--- src/rtl/pipe_skid_stage.sv ---
// Pipeline-boundary register with valid/ready handshake, a 2-entry skid buffer, flush and bubble emission.
// Latency is 1 cycle when empty, with a sustained 1 txn/cycle; in_ready drops only when both entries are held.
module pipe_skid_stage #(
    parameter int               WIDTH     = 64,
    parameter logic [WIDTH-1:0] BUBBLE    = '0,
    parameter logic [WIDTH-1:0] KEEP_MASK = '0
) (
    input  logic             clk,
    input  logic             reset,
    input  logic             flush,
    input  logic             in_valid,
    output logic             in_ready,
    input  logic [WIDTH-1:0] in_data,
    output logic             out_valid,
    input  logic             out_ready,
    output logic [WIDTH-1:0] out_data,
    output logic             out_nop,
    output logic [1:0]       occupancy
);

    typedef enum logic [1:0] {
        EMPTY = 2'd0,
        ONE   = 2'd1,
        FULL  = 2'd2
    } state_t;

    state_t           r_state;
    logic [WIDTH-1:0] r_main;
    logic [WIDTH-1:0] r_skid;
    logic [WIDTH-1:0] r_last_out;
    logic             w_push;
    logic             w_pop;

    // Handshake derives only from registered state, so there is no in->out combinational path.
    assign in_ready  = (r_state != FULL) && !reset;
    assign out_valid = (r_state != EMPTY);
    assign w_push    = in_valid && in_ready;
    assign w_pop     = out_valid && out_ready;

    always_ff @(posedge clk) begin
        if (reset) begin
            r_state    <= EMPTY;
            r_main     <= BUBBLE;
            r_skid     <= BUBBLE;
            r_last_out <= BUBBLE;
        end else if (flush) begin
            r_state <= EMPTY;
        end else begin
            if (w_pop) begin
                r_last_out <= r_main;
            end
            unique case (r_state)
                EMPTY: begin
                    if (w_push) begin
                        r_state <= ONE;
                        r_main  <= in_data;
                    end
                end
                ONE: begin
                    case ({w_push, w_pop})
                        2'b11:   r_main <= in_data;
                        2'b10: begin
                            r_state <= FULL;
                            r_skid  <= in_data;
                        end
                        2'b01:   r_state <= EMPTY;
                        default: r_state <= ONE;
                    endcase
                end
                FULL: begin
                    if (w_pop) begin
                        r_state <= ONE;
                        r_main  <= r_skid;
                    end
                end
                default: r_state <= EMPTY;
            endcase
        end
    end

    // Bubble keeps the masked fields (e.g. pc) of the last instruction handed downstream.
    assign out_data  = out_valid ? r_main : ((r_last_out & KEEP_MASK) | (BUBBLE & ~KEEP_MASK));
    assign out_nop   = !out_valid;
    assign occupancy = r_state;

endmodule

--- config.mk ---
export PLATFORM = sky130hd
export DESIGN_NAME = pipe_skid_stage
export DESIGN_NICKNAME = d
export VERILOG_FILES = /design/src/rtl/pipe_skid_stage.sv
export SDC_FILE = /design/constraint.sdc
export NUM_CORES = 1
export LEC_CHECK = 0
export BUFFER_PORTS_ARGS = -buffer_cell sky130_fd_sc_hd__clkbuf_2
export CAP_MARGIN = 30
export CORE_MARGIN = 2
export CORE_UTILIZATION = 50
export CTS_CLUSTER_DIAMETER = 30
export CTS_CLUSTER_SIZE = 14
export DETAILED_ROUTE_END_ITERATION = 12
export PLACE_DENSITY = 0.82
export SYNTH_ARGS = -nofsm -noshare
export SYNTH_HDL_FRONTEND = slang
export SYNTH_SLANG_ARGS = --single-unit
--- constraint.sdc ---
create_clock -name clk -period 3.4 [get_ports clk]
set_input_delay 0.51 -clock clk [delete_from_list [all_inputs] [get_ports clk]]
set_output_delay 0.51 -clock clk [all_outputs]
set_load 0.005 [all_outputs]
### Yosys cells after proc, flatten, opt, wreduce, memory -nomap -nowiden

Index checks and enable logic that the tools add are counted.

| operators by class | value |
|---|---|
| bitwise operators | 1 |
| reduce and logical (&&, ||, !) cells | 12 |
| equality and inequality tests | 10 |
| muxes and demuxes | 9 |

Operator list:

| cell | count |
|---|---|
| $mux W64 | 4 |
| $pmux W64 S3 | 1 |
| $pmux W2 S3 | 2 |
| $ne A2 B2 Y1 const B | 4 |
| $eq A2 B2 Y1 const B | 3 |
| $reduce_and A3 Y1 | 2 |
| $reduce_and A5 Y1 | 1 |
| $eq A2 B1 Y1 const B | 2 |
| $mux W2 | 2 |
| $logic_and A1 B1 Y1 | 3 |
| $reduce_bool A3 Y1 | 1 |
| $logic_not A1 Y1 | 2 |
| $logic_not A2 Y1 | 1 |
| $ne A2 B1 Y1 const B | 1 |
| $reduce_bool A2 Y1 | 1 |
| $reduce_or A2 Y1 | 1 |
| $not A1 Y1 | 1 |

| word-level totals | value |
|---|---|
| bits in registers | 130 |
| output and inout bits | 69 |
| input port bits | 69 |
| logic and storage cells | 35 |

### Longest topological paths before layout

| logic depth | value |
|---|---|
| depth after elaboration | 6 |
| mapped depth | 13 |

### Worst setup path after synthesis

OpenSTA, ideal clock, no wires.

| timing path | value |
|---|---|
| path type | reg2reg |
| start point | reg r_state[0] (netlist: occupancy[0]) |
| end point | reg r_main[23] |
| arrival | 2499 ps |
| buffers on the path | 5 |
| stages on the path, launching flop included | 14 |
| period minus slack after synthesis | 2587 ps |
| slack | 813 ps |
| setup time | 88 ps |
| cells stage by stage | dfxtp_1 -> clkbuf_1 -> or2_2 -> clkbuf_1 -> clkbuf_1 -> nand2_1 -> inv_1 -> ha_1 -> nand2b_1 -> a221oi_2 -> buf_4 -> buf_4 -> nor2_1 -> a311oi_2 |

RTL lines:

| item | RTL line | source |
|---|---|---|
| from (decl) | 27 | `state_t r_state;` |
| from (signal assigned) | 42 | `r_state <= EMPTY;` |
| from (signal assigned) | 47 | `r_state <= EMPTY;` |
| from (signal assigned) | 55 | `r_state <= ONE;` |
| $reduce_bool A2 Y1 (*) | 36 | `assign out_valid = (r_state != EMPTY);` |
| via out_valid | 14 | `output logic out_valid,` |
| $logic_and A1 B1 Y1 (*) | 38 | `assign w_pop = out_valid && out_ready;` |
| $eq A2 B2 Y1 | 60 | `case ({w_push, w_pop})` |
| $ne A2 B1 Y1 (no line) | n/a |  |
| $reduce_and A5 Y1 (no line) (*) | n/a |  |
| to (signal assigned) | 56 | `r_main <= in_data;` |
| to (signal assigned) | 61 | `2'b11: r_main <= in_data;` |
| to (signal assigned) | 73 | `r_main <= r_skid;` |
| to (decl) | 28 | `logic [WIDTH-1:0] r_main;` |

The timed path passes the listed nets; every way through them passes the cells marked *.
A chain may end at the register's enable or synchronous reset.

### Worst setup path after layout

| timing path | value |
|---|---|
| start point | reg r_state[0] (netlist: occupancy[0]) |
| end point | reg r_main[18] |

| on the way | value |
|---|---|
| word-level cells in the longest chain between the ends | 6 |

RTL lines:

| item | RTL line | source |
|---|---|---|
| $ne A2 B2 Y1 | 35 | `assign in_ready = (r_state != FULL) && !reset;` |
| $logic_and A1 B1 Y1 | 35 |  |
| $logic_and A1 B1 Y1 | 37 | `assign w_push = in_valid && in_ready;` |
| $eq A2 B2 Y1 | 60 |  |
| $ne A2 B1 Y1 (no line) | n/a |  |
| $reduce_and A5 Y1 (no line) | n/a |  |

Several ways; a longest one is shown, not always the timed one.

==> flow_summary.json <==
{
  "status": "complete, no violations",
  "fin_hold_ws_ps": 227,
  "ant_nets": 0,
  "finalCriticalPeriod_ps": 2710,
  "numPortBuffers": 137,
  "ys_warn_count": 0,
  "rsz0062_at_grt": "no",
  "hold_path_class": "in2reg",
  "num_vias": 5094,
  "synth_area_per_cell_um2": 7.66,
  "synth_nets": 805,
  "coreArea_um2": 10900,
  "grt_pass1_vias": 4749,
  "dp_slack_ps": 618,
  "cts_setup_buffers": 0,
  "design_area_um2": 7050,
  "final_common_cell": "nand2_1",
  "finalHoldViolations": 0,
  "instances_no_fill": 986,
  "syn_to_final_growth_pct": 25.6,
  "fin_crit_sh_pct": 79.8,
  "dp_hpwl_mm": 8.22,
  "required_ps": 3800,
  "grt_use_total_pct": 23.4,
  "cp_data_arrival_time_ps": 3110,
  "die_area_um2": 12100,
  "antenna_found_initial": 0,
  "fin_ws_ps": 685,
  "place_congestion": 0.749,
  "worstSetupStartpointType": "flop",
  "fin_setup_tns_ps": 0,
  "wl_per_cell_um": 13.8,
  "fmaxAchievable_mhz": 368,
  "powerDensity_nw_per_um2": 563,
  "finalNetCount": 906,
  "critical_path_class": "reg2reg",
  "start_util_pct": 51.6,
  "antennaDiodeCount": 0,
  "max_cap_violations": 0,
  "ir_drop_mv": 0.339,
  "cts_tree": "built",
  "ys_ff_latch": 130,
  "post_cts_resized": 0,
  "postPlaceCellArea_um2": 6360,
  "synth.distinct_cells": 27,
  "die_w_um": 110,
  "drv_slew": 0,
  "clkSinkCount": 130,
  "num_rows": 38,
  "cts_max_path_buffers": 2,
  "r2r_cells": 8,
  "holdPathStages": 3,
  "via_per_inst": 5.17,
  "drt_first_pass_iters": 4,
  "cts_made_buffers": 17,
  "leakage_nw": 2.83,
  "htreeDepth": 4,
  "dp.cells": 955,
  "cts_hold_buf": 0,
  "path_max_fanout": 68,
  "finClkSkew_ps": 9.68,
  "root_buffer": "clkbuf_8",
  "maxSlewHeadroom_pct": 50.8,
  "path_clk_slew_ps": 60,
  "endpoint_kind": "flop",
  "tightest_slew_ps": 739,
  "mostFrequentLayoutCells": "nand2_1, clkbuf_2, dfxtp_1",
  "setup_viol": 0,
  "wl_mm": 13.6,
  "synthCells": 733,
  "grt-ovfl-total": 0,
  "grt_max_degree": 69,
  "synth_seq_area_share_pct": 46.4,
  "io_pins": 138,
  "grt_pass1_wl_mm": 22.3,
  "die_h_um": 110,
  "mappedNetlistArea_um2": 5610,
  "drive_above_1_share_pct": 22.6,
  "drc": 0,
  "drt_iter0_drc": 291,
  "clk_latency_ps": 510
}
cell usage after synthesis:
cell type  number  area share [%]
or2_2           1            0.11
a221oi_2        1            0.27
nand3b_1        1            0.13
buf_6           5             1.0
clkbuf_1       47             3.1
inv_1           2            0.13
nor3_1          2            0.18
nor3b_1         1            0.13
a21oi_1        67             6.0
nor2b_1         1            0.11
or3b_1          1            0.16
or3b_2          1            0.16
nand4bb_1       1            0.20
nor4bb_1        1            0.18
buf_1           2            0.13
buf_4           2            0.27
buf_2          10            0.89
o21ai_0         1           0.089
nand2b_1        2            0.22
and2_1         64             7.1
dfxtp_1       130              46
a311oi_2        6             1.6
nand2_1       257              17
o22a_1          1            0.16
ha_1            3            0.67
a311oi_1       58             9.1
nor2_1         65             4.3
metrics by stage:
| stage | util, % | power (W) |
|---|---|---|
| 2_1_floorplan | - | 0.00179 |
| 3_3_place_gp | 58.2 | 0.00188 |
| 3_5_place_dp | 58.4 | 0.00189 |
| 4_1_cts | 64.7 | 0.00399 |
| 5_1_grt | 64.7 | 0.00411 |
| 6_report | 64.7 | 0.00397 |
worst paths after layout:
| check | slack (ps) | end | start |
|---|---|---|---|
| max | 690 | r_main[18]$_SDFFE_PP0P_ | occupancy[0]$_SDFFE_PP0P_ |
| min reg2reg | 450 | r_skid[0]$_SDFFE_PP0P_ | r_skid[0]$_SDFFE_PP0P_ |
| min | 230 | r_skid[24]$_SDFFE_PP0P_ | in_data[24] |
| max reg2reg | 690 | r_main[18]$_SDFFE_PP0P_ | occupancy[0]$_SDFFE_PP0P_ |
where the power goes:
part / internal (W) / switching [W]
clock network: 0.00144 / 0.000682
logic: 0.000105 / 0.000143
registers: 0.00158 / 0.0000267
total: 0.00312 / 0.000851
area by class of cell:
cell class	count	area [µm²]
fillers	948	3840
multi-input cells	535	2750
flip-flops and latches	130	2600
repair buffers	148	828
clock buffers	19	432
clock inverters	12	253
well taps	140	175
inverters	2	7.51
registers in the layout, summed over array words and instances, names as in the netlist:
name,cells
occupancy,2
r_main,64
r_skid,64
cells by family (layout without fill, tap and decap cells):
group                      Yosys count  after routing  share of synthesized area [%]
adders and majority gates            3              3                          0.669
DFF                                130            130                           46.4
and+or+nand+nor                    398            398                           30.2
AOI/OAI and AO/OA                  134            134                           17.1
buffers and inverters               68            181                           5.57
critical path, cell delays in order, from the launching register on:
cell	delay (ps)
dfxtp_1	640
nor2b_4	70
nor3b_1	390
ha_1	260
nand2b_1	100
a221oi_4	400
buf_12	320
nor2_1	110
a311oi_1	310
metal layers:
layer / routed length, µm / global-route usage, % / part of all wire [%] / up-vias
met5: 0 / 0 / 0 / -
met4: 130 / 8.14 / 0.96 / 0
met3: 798 / 5.57 / 5.9 / 10
met2: 6780 / 39.6 / 50 / 141
met1: 5890 / 29.0 / 43 / 2306
li1: - / - / - / 2637
(Power assumes the default switching activity.)
